==> src/rtl/serial_add_sequencer_if.sv <==
// Command/result handshake bundle for the bit-serial adder sequencer.
// The requester drives through master; the sequencer uses slave.
interface serial_add_sequencer_if #(
    parameter int WIDTH = 8
);
    logic             start_valid;
    logic             start_ready;
    logic [WIDTH-1:0] a;
    logic [WIDTH-1:0] b;
    logic             carry_in;
    logic             abort;
    logic             busy;
    logic             done_valid;
    logic             done_ready;
    logic [WIDTH-1:0] sum;
    logic             carry_out;
    logic             overflow;

    modport master (
        output start_valid, a, b, carry_in, abort, done_ready,
        input  start_ready, busy, done_valid, sum, carry_out, overflow
    );

    modport slave (
        input  start_valid, a, b, carry_in, abort, done_ready,
        output start_ready, busy, done_valid, sum, carry_out, overflow
    );
endinterface

==> src/rtl/serial_add_sequencer.sv <==
// Bit-serial adder: one full-adder cell, LSB first, one bit per clock.
// Define SERIAL_ADD_OVF_EN to build signed-overflow capture logic.
module serial_add_sequencer #(
    parameter int WIDTH = 8
) (
    input logic                  clk,
    input logic                  rst_n,
    serial_add_sequencer_if.slave bus
);
    localparam int CNT_W = $clog2(WIDTH + 1);
    localparam logic [CNT_W-1:0] LAST = CNT_W'(WIDTH - 1);

    typedef enum logic [1:0] {
        IDLE,
        RUN,
        DONE
    } state_e;

    state_e           state_q, state_d;
    logic [WIDTH-1:0] a_q, a_d;
    logic [WIDTH-1:0] b_q, b_d;
    logic [WIDTH-1:0] sum_q, sum_d;
    logic             c_q, c_d;
    logic             cout_q, cout_d;
    logic [CNT_W-1:0] cnt_q, cnt_d;
    logic             fa_s;
    logic             fa_c;

    assign fa_s = a_q[0] ^ b_q[0] ^ c_q;
    assign fa_c = (a_q[0] & b_q[0]) | (c_q & (a_q[0] ^ b_q[0]));

    always_comb begin
        state_d = state_q;
        a_d     = a_q;
        b_d     = b_q;
        sum_d   = sum_q;
        c_d     = c_q;
        cout_d  = cout_q;
        cnt_d   = cnt_q;
        unique case (state_q)
            IDLE: begin
                if (bus.start_valid) begin
                    a_d     = bus.a;
                    b_d     = bus.b;
                    c_d     = bus.carry_in;
                    cnt_d   = '0;
                    state_d = RUN;
                end
            end
            RUN: begin
                // abort wins even on the final bit
                if (bus.abort) begin
                    c_d     = 1'b0;
                    cnt_d   = '0;
                    state_d = IDLE;
                end else begin
                    a_d   = a_q >> 1;
                    b_d   = b_q >> 1;
                    sum_d = {fa_s, sum_q[WIDTH-1:1]};
                    c_d   = fa_c;
                    cnt_d = cnt_q + CNT_W'(1);
                    if (cnt_q == LAST) begin
                        cout_d  = fa_c;
                        state_d = DONE;
                    end
                end
            end
            DONE: begin
                if (bus.done_ready) begin
                    state_d = IDLE;
                end
            end
            default: state_d = IDLE;
        endcase
    end

    always_ff @(posedge clk or negedge rst_n) begin
        if (!rst_n) begin
            state_q <= IDLE;
            a_q     <= '0;
            b_q     <= '0;
            sum_q   <= '0;
            c_q     <= 1'b0;
            cout_q  <= 1'b0;
            cnt_q   <= '0;
        end else begin
            state_q <= state_d;
            a_q     <= a_d;
            b_q     <= b_d;
            sum_q   <= sum_d;
            c_q     <= c_d;
            cout_q  <= cout_d;
            cnt_q   <= cnt_d;
        end
    end

    assign bus.start_ready = (state_q == IDLE);
    assign bus.busy        = (state_q == RUN);
    assign bus.done_valid  = (state_q == DONE);
    assign bus.sum         = sum_q;
    assign bus.carry_out   = cout_q;

`ifdef SERIAL_ADD_OVF_EN
    logic ovf_q, ovf_d;
    logic accept;
    logic last_bit;

    assign accept   = (state_q == IDLE) && bus.start_valid;
    assign last_bit = (state_q == RUN) && !bus.abort
                    && (cnt_q == LAST);

    // carry into the MSB is the carry FF on the last bit
    always_comb begin
        ovf_d = ovf_q;
        if (accept) begin
            ovf_d = 1'b0;
        end else if (last_bit) begin
            ovf_d = c_q ^ fa_c;
        end
    end

    always_ff @(posedge clk or negedge rst_n) begin
        if (!rst_n) begin
            ovf_q <= 1'b0;
        end else begin
            ovf_q <= ovf_d;
        end
    end

    assign bus.overflow = ovf_q;
`else
    assign bus.overflow = 1'b0;
`endif
endmodule
==> src/flat_wrapper.sv <==
// flat-port wrapper written by rule: the top's interface ports become plain ports
module serial_add_sequencer_flat 
#(
    parameter int WIDTH = 8
)
  (clk, rst_n, bus_start_valid, bus_a, bus_b, bus_carry_in, bus_abort, bus_done_ready, bus_start_ready, bus_busy, bus_done_valid, bus_sum, bus_carry_out, bus_overflow);
  serial_add_sequencer_if #(.WIDTH(WIDTH)) bus_i ();
  input logic clk;
  input logic rst_n;
  input wire logic [$bits(bus_i.start_valid)-1:0] bus_start_valid;
  input wire logic [$bits(bus_i.a)-1:0] bus_a;
  input wire logic [$bits(bus_i.b)-1:0] bus_b;
  input wire logic [$bits(bus_i.carry_in)-1:0] bus_carry_in;
  input wire logic [$bits(bus_i.abort)-1:0] bus_abort;
  input wire logic [$bits(bus_i.done_ready)-1:0] bus_done_ready;
  output wire logic [$bits(bus_i.start_ready)-1:0] bus_start_ready;
  output wire logic [$bits(bus_i.busy)-1:0] bus_busy;
  output wire logic [$bits(bus_i.done_valid)-1:0] bus_done_valid;
  output wire logic [$bits(bus_i.sum)-1:0] bus_sum;
  output wire logic [$bits(bus_i.carry_out)-1:0] bus_carry_out;
  output wire logic [$bits(bus_i.overflow)-1:0] bus_overflow;
  assign bus_i.start_valid = bus_start_valid;
  assign bus_i.a = bus_a;
  assign bus_i.b = bus_b;
  assign bus_i.carry_in = bus_carry_in;
  assign bus_i.abort = bus_abort;
  assign bus_i.done_ready = bus_done_ready;
  assign bus_start_ready = bus_i.start_ready;
  assign bus_busy = bus_i.busy;
  assign bus_done_valid = bus_i.done_valid;
  assign bus_sum = bus_i.sum;
  assign bus_carry_out = bus_i.carry_out;
  assign bus_overflow = bus_i.overflow;
  serial_add_sequencer #(.WIDTH(WIDTH)) u_core (.clk(clk), .rst_n(rst_n), .bus(bus_i));
endmodule
==> config.mk <==
export PLATFORM = sky130hd
export DESIGN_NAME = serial_add_sequencer_flat
export DESIGN_NICKNAME = d
export VERILOG_FILES = /design/src/rtl/serial_add_sequencer_if.sv /design/src/rtl/serial_add_sequencer.sv /design/src/flat_wrapper.sv
export SDC_FILE = /design/constraint.sdc
export NUM_CORES = 1
export LEC_CHECK = 0
export ABC_AREA = 1
export BUFFER_PORTS_ARGS = -buffer_cell sky130_fd_sc_hd__buf_2
export CAP_MARGIN = 20
export CELL_PAD_IN_SITES_DETAIL_PLACEMENT = 0
export CELL_PAD_IN_SITES_GLOBAL_PLACEMENT = 1
export CORE_ASPECT_RATIO = 1.75
export CORE_MARGIN = 3
export CORE_UTILIZATION = 41
export DETAILED_ROUTE_END_ITERATION = 12
export GPL_ROUTABILITY_DRIVEN = 1
export PLACE_DENSITY = 0.9
export SLEW_MARGIN = 30
export SYNTH_ARGS = -nofsm -noshare
export SYNTH_HDL_FRONTEND = slang
export SYNTH_SLANG_ARGS = --single-unit
==> constraint.sdc <==
create_clock -name clk -period 2.58 [get_ports clk]
set_input_delay 0.387 -clock clk [delete_from_list [all_inputs] [get_ports clk]]
set_output_delay 0.387 -clock clk [all_outputs]
set_load 0.05 [all_outputs]
# --- Word-level counts from Yosys, hierarchy flattened ---
# Index checks and enable logic that the tools add are counted.
word_totals:
  regBits: 32
  input_bits: 22
  output_inout_bits: 13
  word_cells: 45
op_classes:
  add_sub_neg: 1
  n_eq_ne: 7
  mux: 17
  bitwise_logic: 6
  n_reduce_logical: 7
op_table:
  columns: ["op", "count"]
  rows:
  - ["$mux W8", 4]
  - ["$pmux W8 S2", 2]
  - ["$reduce_and A3 Y1", 3]
  - ["$mux W2", 4]
  - ["$mux W4", 2]
  - ["$pmux W4 S2", 1]
  - ["$ne A2 B2 Y1 const B", 3]
  - ["$pmux W2 S3", 1]
  - ["$add A4 B1 Y4 const B", 1]
  - ["$eq A4 B3 Y1 const B", 1]
  - ["$reduce_and A2 Y1", 2]
  - ["$ne A3 B2 Y1 const B", 1]
  - ["$and A1 B1 Y1", 2]
  - ["$eq A2 B1 Y1 const B", 1]
  - ["$eq A2 B2 Y1 const B", 1]
  - ["$logic_not A2 Y1", 1]
  - ["$mux W1", 2]
  - ["$pmux W1 S2", 1]
  - ["$reduce_bool A2 Y1", 1]
  - ["$xor A1 B1 Y1", 2]
  - ["$not A1 Y1", 1]
  - ["$or A1 B1 Y1", 1]

# --- Longest topological paths before layout ---
# Gate-level depths: netlist of the first run.
depth:
  word_depth: 5
  depth_mapped: 7

# --- Worst setup path after synthesis of the first run ---
# No wires, ideal clock.
synth_timing:
  kind: "flip-flop to flip-flop"
  startpoint: "reg u_core.state_q[1]"
  endpoint: "reg u_core.a_q[0]"
  arrival_ns: 1.783
  t_required_ns: 2.464
  setup_slack_ns: 0.681
  path_stages_with_launch: 6
  n_path_buf: 1
  synth_period_minus_slack_ns: 1.899
  cell_sequence: "dfrtp_1 -> nor2_1 -> nand2_2 -> buf_2 -> nand3_1 -> nand2_1"
synth_between:
  elab_chain_cells: 3
synth_lines:
  columns: ["item", "line_no", "source"]
  rows:
  - ["start, declared", "serial_add_sequencer.sv:19", "state_e state_q, state_d;"]
  - ["start signal, assigned", "serial_add_sequencer.sv:87", "state_q <= state_d;"]
  - ["$logic_not A2 Y1 *", null, null]
  - ["named net bus_start_ready", "flat_wrapper.sv:16", "output wire logic [$bits(bus_i.start_ready)-1:0] bus_start_ready;"]
  - ["$ne A2 B2 Y1 (no source line) / $reduce_bool A2 Y1 (equally long branches)", null, null]
  - ["$reduce_and A3 Y1 (no source line)", null, null]
  - ["end signal, assigned", "serial_add_sequencer.sv:80", "a_q <= '0;"]
  - ["end signal, assigned", "serial_add_sequencer.sv:88", "a_q <= a_d;"]
  - ["end, declared", "serial_add_sequencer.sv:20", "logic [WIDTH-1:0] a_q, a_d;"]
# The timed path passes the listed nets; every way through them passes the cells marked *.
# A chain may end at the register's enable or synchronous reset.

# --- Worst setup path in the final report of the first run ---
layout_timing:
  startpoint: "reg u_core.state_q[0]"
  endpoint: "out bus_busy"
layout_between:
  elab_chain_cells: 1
layout_lines:
  columns: ["item", "line_no", "source"]
  rows:
  - ["$eq A2 B1 Y1", "serial_add_sequencer.sv:98", "assign bus.busy = (state_q == RUN);"]
  - ["end, declared", "flat_wrapper.sv:17", "output wire logic [$bits(bus_i.busy)-1:0] bus_busy;"]
# Every way passes these cells.

==> summary.md, run 1 <==
Summed over all nets, the switching power comes to 0.7001 mW. Sorting the synthesized cells by how often they occur yields 105 x nand2_1, 32 x dfrtp_1, 20 x nand3_1. For the storage element area, the log shows 800.8 µm². Once the floorplan was initialized, standard cells occupied 42.90% of the core. IR analysis of the VDD net gives a maximum drop of 0.0007413 V. Counting the fill cells in the layout gives 408. Hold repair after CTS inserted 0 buffers. The run gives 0.28 ns as the latest clock arrival within the worst-skew pair. For this run the aggregate overflow at the end of global routing stands at 0. The run gives 24.0% as the clock network fraction of design power. The wire-length estimate of the detail-placed layout is 2327 µm.

35 I/O pins were placed. Once the clock tree was built, the setup fixing pass inserted 0 buffers. During placement, the flow inserted port buffers numbering 33.

The most common cell in the synthesized netlist was nand2_1. Maximum fanout count along the critical path: 17. The count of routing violations after the opening detailed-route iteration was 21; the via count of the routed design was 1,313. The share of synthesized flip-flops with an asynchronous set or reset was 100.0%.

Once detail routing completed, the nets flagged for antenna violations numbered 0. The initial antenna violation count is 0, and the power per standard cell area is 951.6 nW/µm². The die covers 4601 µm². The logs give 29 for the row count and 0 for the number of warning messages in the yosys log. The root buffer cell chosen for the clock tree is clkbuf_8.

Final hold violation count: 0. For the maximum number of pins on one net before global-route repair, the log shows 33. Largest incremental delay on the critical path: 0.43 ns. The worst setup path is launched from a flip-flop. The die boundary width works out to 52.58 µm. At the worst endpoint, the required time is 2.19 ns.

The logs give 257 for the final-stage net count and 3289 µm for the final wirelength. The post-route netlist has 20.60% of its cells at a drive strength greater than 1. Dividing the detail-routed via count by the number of cells gives 4.706. The core region is 3628 µm². For the design internal power, the log shows 1.034 mW.

Yosys mapped a number of flops with a built-in enable equal to 0. Combinational logic burns 34.2% of the power. The tools report the number of H-tree levels as 2. Of the total power, the share spent switching nets is 40.38%. Walking the worst path, the cells encountered are inv_2 > nor2_4 > buf_2. At the worst endpoint, the arrival time is 1.47 ns. The path class of the tightest hold or removal check is in -> async.

The die is 87.51 µm tall. TritonCTS built the clock tree. For the number of global-route vias before repair, the log shows 1,347.

The slowest stage of the critical path belongs to the cell dfrtp_1. The synthesis-to-layout area growth was 17.04%; the gate count after technology mapping was 201. Setup violations remaining at the end of the flow were counted as 0. Prevailing post-synth register cell: dfrtp_1. For the finished layout, the period the worst path requires is 1.855 ns.

After clock tree synthesis, the clock-pin slew on the worst setup and hold paths is 0.06 ns. The detailed-route wire length per cell was 11.79 µm. Synthesis inferred 32 register bits. dfrtp_1 takes more of the synthesized area than any other cell.

The logs give 5 for the CTS buffer count and 2 for the buffer depth of the longest clock path. The final critical path takes up 71.90% of the cycle. For this design the static power due to leakage is 1.054 nW.

The logs give 51.45% for the portion of the post-synthesis area used by sequential elements and 1556 µm² for the netlist area before placement. Registers are responsible for 41.9% of the overall power. The number of max-slew violations in the final report is 0, and the worst clock skew is 0.002226 ns. After synthesis, the mean cell area works out to 7.744 µm². Highest attainable clock frequency: 539.1 MHz. Setup repair after global routing left no endpoint under its margin. For the number of max-capacitance violations reported, the log shows 0. Setup TNS: 0 ns. Worst slew margin relative to its limit: 49.96%. 0 antenna diodes ended up in the layout. The congestion estimate from routability-driven global placement came to 0.7823.

The multi-input combinational cells in the finished layout cover a total of 660.6 µm². The combined global-route utilization of all metal layers is 16.95%. In the post-synthesis netlist, the biggest area contributors are dfrtp_1 51%, nand2_1 25%, nand3_1 6.4%. The number of optimization iterations in the first detailed-route pass came out at 3. The flow ran to the end, and the final reports show no timing, DRC or antenna violations. The total of cells resized after clock tree synthesis was 0. STA classifies the critical path endpoint as an output pin.

The worst-margin pin slew is 0.7427 ns, and the clock sink total is 32. The worst setup path is of the reg -> out kind. For this run, design rule violations remaining after detail routing come to 0.

The count of cell types in the netlist came out at 20. After layout, the design draws a total of 1.734 mW. The post-synth net total is 225. The first global-routing pass estimated 5782 µm of wire. Top cell type's share of synthesized area: 51.45%.
[path summary, 6_finish.rpt]
kind,slack [ns],start,to,depth (start not counted)
worst max-delay path,0.73,u_core.state_q[0],bus_busy,3
worst min-delay path,0.15,rst_n,u_core.b_q[5],1
worst max register to register,1.01,u_core.state_q[1],u_core.bus.carry_out,6
worst min register to register,0.48,u_core.bus.carry_out,u_core.bus.carry_out,2
max in group asynchronous,1.99,rst_n,u_core.cnt_q[1],1
min in group clk,0.29,bus_done_ready,u_core.state_q[1],2
[cell families (layout without fill, tap and decap cells)]
kind of cell | count (synthesis) | after routing | synth area share (%)
buffers and inverters | 19 | 51 | 6.109
DFF | 32 | 32 | 51.45
AOI/OAI and AO/OA | 10 | 10 | 3.216
and+or+nand+nor | 137 | 137 | 36.90
adders and majority gates | 2 | 2 | 2.090
other | 1 | 1 | 0.2409
[final cells by class]
cell class | instances | area share [%]
well taps | 46 | 3.159
inverters | 11 | 2.266
repair buffers | 33 | 9.066
multi-input cells | 150 | 36.26
clock buffers | 7 | 5.288
flip-flops and latches | 32 | 43.96
[state kept, by name, summed over array words and instances, names as in the netlist]
signal	flops
u_core.c_q	1
u_core.b_q	8
u_core.state_q	2
u_core.a_q	8
u_core.bus.carry_out	1
u_core.bus.sum	8
u_core.cnt_q	4
[stage by stage]
| stage | setup slack (ns) | instances | hold WS [ns] | area [µm²] | util [%] |
|---|---|---|---|---|---|
| floorplan | 0.6810 | 201 | 0.09141 | 1556 | - |
| global placement | 1.002 | 272 | 0.4608 | 1725 | 47.55 |
| detailed placement | 0.9887 | 272 | 0.4634 | 1725 | 47.55 |
| CTS | 0.7135 | 279 | 0.1801 | 1822 | 50.21 |
| global route | 0.6417 | 279 | 0.1971 | 1822 | 50.21 |
| finish | 0.7250 | 279 | 0.1460 | 1822 | 50.21 |
[power by group through the flow]
stage / combinational (mW) / clock [mW] / sequential, mW
global route: 0.665 / 0.446 / 0.750
finish: 0.592 / 0.415 / 0.726
global placement: 0.595 / 0 / 0.735
detailed placement: 0.600 / 0 / 0.736
CTS: 0.603 / 0.428 / 0.729
floorplan: 0.267 / 0 / 0.922
[worst max-delay path, delay by kind of cell (launching register included)]
family	cells	cell delay (ns)
buffers and inverters	2	0.41
DFF	1	0.43
and+or+nand+nor	1	0.34
[layout by cell type (no fill, tap or decap)]
cell      instances
nor2_1            4
dfrtp_1          32
nand4_1           1
nand2_2           2
buf_2            33
inv_2             1
clkbuf_8          7
nand2_4           2
conb_1            1
nor2_4            1
nor2_2            1
o21ai_0           8
or2_2             1
inv_1            10
nand2_1         105
o21ai_1           2
ha_1              1
nand3_1          20
fa_1              1
[routing by layer]
layer  vias to the layer above  track usage [%]  routed length [µm]
li1                        680                -                   -
met1                       604            18.58                1285
met2                        22            30.09                1788
met3                         7            2.744                 135
met4                         0            9.070                  80
met5                         -                0                   0
(Power assumes the default switching activity.)
==> inputs of run 2 (changes only) <==
CORE_UTILIZATION = 38   (was 41)
PLACE_DENSITY = 0.85   (was 0.9)
clock period = 1.8 ns   (was 2.58 ns; I/O delays follow)
==> summary.md, run 2 (same netlist as run 1, synthesis figures left out) <==
The critical path capture point type is an output pin. In the routed layout, each cell is associated on average with a via count of 4.761. The via count of the routed design was 1,357. After detailed routing, the met3 layer carries 132 µm of wire.

In the layout the commonest cells are 105 x nand2_1, 33 x buf_2, 32 x dfrtp_1, 20 x nand3_1, 10 x inv_1. Max-cap violations in this run came to 0. Routed signal wires occupy layers up through met4. The H-tree generated during clock tree synthesis spans 2 levels. The worst setup slack after placement is 0.4079 ns, and the worst path setup slack after routing is 0.2346 ns. The reported leakage power is 1.073 nW, and the total of hold buffers inserted after clock tree synthesis is 0.

The first global-routing pass estimated 5761 µm of wire. In this run the core area contains 30 standard-cell rows. Once the floorplan was initialized, standard cells occupied 39.87% of the core.

Clock tree synthesis inserted a total of 5 buffers. The type of the worst setup path was reg -> out. The run gives 2465 µm as the half-perimeter wire length after placement.

The core region is 3904 µm². Entering global routing, the biggest net connects 33 pins. Most common cell after layout, fill and taps aside: nand2_1. For the buffer depth of the longest clock path, the log shows 2.

At the pin with the least slew margin, the transition time is 0.7147 ns. During I/O placement, the number of pins put on the boundary was 35. The number of optimization iterations in the first detailed-route pass was 4.

For the worst-skew pair, the clock arrives at the later sink with an insertion delay of 0.28 ns. On the critical path, the stage with the largest delay is an instance of dfrtp_1. The clock input transition at the sequential cells of the worst setup and hold paths came out at 0.07 ns. The number of global-route vias before repair was 1,304; the initial antenna violation count was 0. The number of max-slew violations in the final report is 0.

The endpoint identified for the worst register-to-register timing path is u_core.b_q[0]. The clock period could shrink to 1.565 ns. For the setup TNS, the log shows 0 ns. Summing internal, switching and leakage power gives 2.585 mW. TritonCTS built the clock tree.

The worst register-to-register path has a depth of 6. Setup violations remaining at the end of the flow were counted as 0. The largest incremental delay on the critical path was 0.44 ns; the worst clock skew was 0.007039 ns. The number of remaining DRC errors is 0.

In the final layout, the share of cells above drive strength 1 is 22.36%. The total of buffers placed on input and output ports is 33. The run finished with clean final reports. The largest vdd supply drop was 0.0009982 V. The logs give 1.53 ns for the critical path data required time and 45 for the count of routing violations after the opening detailed-route iteration. After clock tree synthesis, the setup repair step added 0 buffers. Walking the worst path, the cells encountered are inv_2 > nor2_4 > buf_2. The synthesis-to-layout area growth works out to 19.78%. Once detail routing completed, the nets flagged for antenna violations numbered 0. In this run the critical register-to-register path is launched from u_core.state_q[0]. The logs give 15.85% for the combined global-route utilization of all metal layers and 1921 µm for the met2 wire length. The total routed wire length on the met1 layer was 1355 µm. In this run the register-to-register setup slack is 0.41 ns. At the worst endpoint, the arrival time is 1.30 ns. Setup repair after global routing left no endpoint under its margin.

At the end of the flow, the number of nets in the layout was 260. In the finished design, the share of the clock period the worst path needs comes to 86.96%. The number of diodes is 0, and the power per standard cell area is 1387 nW/µm². The die is 90.67 µm tall. Tracing the worst setup path back leads to its startpoint at u_core.state_q[0].

The buffers plus inverters on the worst setup path works out to 2. The tree built by TritonCTS fans out to 32 sinks. Kind of cell adding the most delay to the critical path: flip-flops. The worst slew margin relative to its limit is 52.35%. Cell at the root of the clock tree: clkbuf_8.

The detailed-route wire length per cell was 12.11 µm. The logs give 47.76% for the fraction of the core area covered by cells at the end of the flow and 3450 µm for the final wirelength. For the final hold violation count, the log shows 0.

The die boundary width was 54.38 µm. The tools report the kind of launch point of the worst setup path as a flip-flop. In this run, post-CTS repair resized a total of 0 instances.

For this run, the top clock speed supported by timing is 638.8 MHz. The floorplan step defined a die boundary enclosing 4930 µm². The tools report the overflow left after global routing as 0. The path class of the tightest hold or removal check is in -> async. Along the worst path, the maximum fanout reaches 8. For the global placer's final weighted congestion, the log shows 0.7580.
run 2: cell count changes in the layout (fill, tap and decap cells not counted):
cell	delta
nor2_2	+1
bufinv_16	+1
buf_4	+3
clkinvlp_4	+1
clkinv_2	+1
clkbuf_8	-2
nor2_1	-1
run 2: per-layer routing:
layer | global-route usage, % | vias up
met2 | 27.40 | 23
met4 | 6.237 | 0
met1 | 17.46 | 643
li1 | - | 689
met5 | 0 | -
met3 | 3.967 | 2
run 2: worst reg2reg max path, stage by stage, from the launching register on:
cell,delay (ns)
dfrtp_1,0.44
inv_2,0.07
nor2_4,0.20
nand2_4,0.25
nand2_4,0.23
nand2_1,0.09
nand2_1,0.06
run 2: report_power, final:
group	switching (mW)	internal, mW	leakage [nW]	total [mW]
Sequential	0.126	0.916	0.414	1.04
Combinational	0.628	0.235	0.604	0.863
Clock	0.271	0.409	0.0541	0.680
run 2: stage by stage:
stage	cell area, µm²	std cells	hold WS, ns
floorplan	1559	201	-0.02559
global placement	1753	277	0.3700
detailed placement	1753	277	0.3761
CTS	1864	285	0.06493
global route	1864	285	0.08613
finish	1864	285	0.03442
run 2: worst max-delay path by stage:
stage / endpoint / slack [ns] / depth (start not counted)
2_1_floorplan: u_core.a_q[0] / 0.20 / 5
3_3_place_gp: u_core.b_q[0] / 0.43 / 6
3_5_place_dp: u_core.b_q[0] / 0.41 / 6
4_1_cts: bus_busy / 0.21 / 3
5_1_grt: bus_busy / 0.16 / 3
6_report: bus_busy / 0.23 / 3
run 2: final cells by class:
class	instances	area, µm²
multi-input combinational	150	663.1
timing repair buffer	36	187.7
fill	424	2039
clock buffer	5	68.82
clock inverter	3	42.54
tap	48	60.06
sequential	32	800.8
inverter	11	41.29
==> inputs of run 3 (changes only) <==
clock period = 1.55 ns   (was 1.8 ns; I/O delays follow)
==> summary.md, run 3 (same netlist as run 1, synthesis figures left out) <==
The overall die height works out to 90.67 µm. The run gives 1.25 ns as the worst endpoint data arrival time. The critical path starts at u_core.state_q[0]. For the number of H-tree levels, the log shows 2.

TritonCTS built the clock tree. The signal on the critical path passes through inv_2 > nor2_4 > clkbuf_4. The tools report the number of optimization iterations in the first detailed-route pass as 4. The logs give 1.32 ns for the critical path data required time and 16.11% for the combined global-route utilization of all metal layers.

The type of the worst setup path was reg -> out. The tightest min-delay check is of the in -> reg type. The maximum number of pins on one net before global-route repair is 33, and the count of cells along the worst register-to-register path is 6. Setup TNS: 0 ns. The congestion estimate from routability-driven global placement came to 0.7423. The startpoint of the lowest-slack register-to-register path is u_core.state_q[0]. Based on the critical path, the design can be clocked at up to 675.8 MHz. The effective utilization at floorplan is 39.87%. Final-stage net count: 263. Counting along the longest clock path gives a buffer depth of 2. The number of global-route vias before repair was 1,371; the buffers plus inverters on the worst setup path was 2.

The most common cell after layout, fill and taps aside was nand2_1. In the final layout, the share of cells above drive strength 1 is 22.18%. The clock sink total was 32. The logs give 3904 µm² for the area of the core region and 0.23 ns for the flop-to-flop setup slack. The kind of cell adding the most delay to the critical path is flip-flops. After clock tree synthesis, the clock-pin slew on the worst setup and hold paths is 0.06 ns. Power spread over the standard cell area amounts to 1513 nW/µm².

Summed over all nets, the half-perimeter wirelength after detailed placement is 2471 µm. The count of buffers added on input and output ports is 33. The logs give 0 for the remaining antenna violation count and 5892 µm for the wire length of the first global-routing pass.

For the count of routing violations after the opening detailed-route iteration, the log shows 39. Setup repair after global routing left no endpoint under its margin. In this run the critical register-to-register path is captured at u_core.b_q[0]. The synthesis-to-layout area growth is 19.86%. The tools report the buffers inserted during post-CTS setup optimization as 0.

For the number of max-capacitance violations reported, the log shows 0. The tools report the row count as 30. The top cell types in the final layout, fill and taps aside, are 105 x nand2_1, 32 x dfrtp_1, 31 x buf_2, 20 x nand3_1, 10 x inv_1.

The analysis attributes to cell leakage a power of 1.075 nW. Summed over all layers, the routed wires come to 3404 µm. For the final hold violation count, the log shows 0. The number of max-slew violations in the final report was 0. Number of top-level design ports: 35.

After detailed routing, the average wire length per cell comes to 11.86 µm. STA classifies the critical path endpoint as an output pin. STA classifies the critical path startpoint as a flip-flop. The run gives 0 as the overflow left after global routing. The number of diodes came out at 0. The slowest stage of the critical path belongs to the cell dfrtp_1.

The routed layout has 1,367 vias. The die boundary width is 54.38 µm, and the minimum period implied by the final worst setup slack is 1.480 ns. In this run the worst setup path terminates at bus_busy.

Across the routed clock network, the largest skew measured is 0.005665 ns. The initial antenna violation count is 0. The maximum fanout count along the critical path is 6. The critical path runs through a total of 3 cells.

For this run, the slowest stage of the critical path takes 0.47 ns. In the routed design, unresolved DRC markers number 0. Overall power consumption after layout is estimated at 2.823 mW. Clock tree synthesis inserted a total of 5 buffers. Clock tree synthesis selected as its root buffer the cell clkbuf_8. The later pin in the worst-skew pair is clocked with a latency of 0.28 ns. For the total of endpoints with negative setup slack in the final report, the log shows 0. The run finished with clean final reports.

Of the available clock period, the critical path in the final layout requires 95.47%. The overall die area is 4930 µm², and the largest vdd supply drop is 0.001172 V. Using the TritonRoute via totals, the vias-per-cell ratio works out to 4.763.
run 3: worst reg2reg max path, cell delays in order (launching register included):
cell,delay [ns]
dfrtp_1,0.47
inv_2,0.07
nor2_4,0.16
nand2_4,0.21
nand2_4,0.22
nand2_1,0.08
nand2_1,0.06
run 3: layout make-up:
class,count,area (µm²)
Fill cell,453,2038
Tap cell,48,60.06
Multi-Input combinational cell,150,668.1
Clock buffer,6,72.57
Inverter,11,41.29
Sequential cell,32,800.8
Timing Repair Buffer,39,217.7
Clock inverter,1,5.005
run 3: layer usage:
metal | vias to the layer above | GRT usage [%] | share of wire (%)
li1 | 692 | - | -
met5 | - | 0 | 0
met4 | 0 | 7.484 | 1.4
met1 | 645 | 18.23 | 39
met2 | 26 | 27.50 | 56
met3 | 4 | 2.975 | 4.1
run 3: worst min path at each step:
| stage | from | end | cells past startpoint |
|---|---|---|---|
| final | bus_done_ready | u_core.state_q[1] | 2 |
| after global placement | rst_n | u_core.a_q[2] | 2 |
| after global routing | bus_done_ready | u_core.state_q[1] | 2 |
| after CTS | bus_done_ready | u_core.state_q[1] | 2 |
| after detailed placement | rst_n | u_core.bus.sum[0] | 2 |
| after floorplan | rst_n | u_core.a_q[0] | 0 |
run 3: repair_timing:
action / CTS / global route
endpoints found under the setup margin: 0 / 2
hold buffers: 1 / 0
endpoints found under the hold margin: 32 / 0
gates resized for setup: 0 / 3
run 3: power by group:
group	internal, mW	switching, mW
combinational	0.286	0.736
clock	0.304	0.282
sequential	1.06	0.150
run 3: stage by stage:
step                hold slack, ns  cells  instance area, µm²  setup WS, ns  util [%]
global route                0.1439    287                1866      0.005661     47.79
CTS                         0.1284    287                1861       0.01754     47.66
finish                      0.1356    287                1866       0.07019     47.79
global placement            0.2822    279                1773        0.2551     45.42
floorplan                 -0.06309    201                1564       0.04848         -
detailed placement          0.2795    279                1773        0.2434     45.42
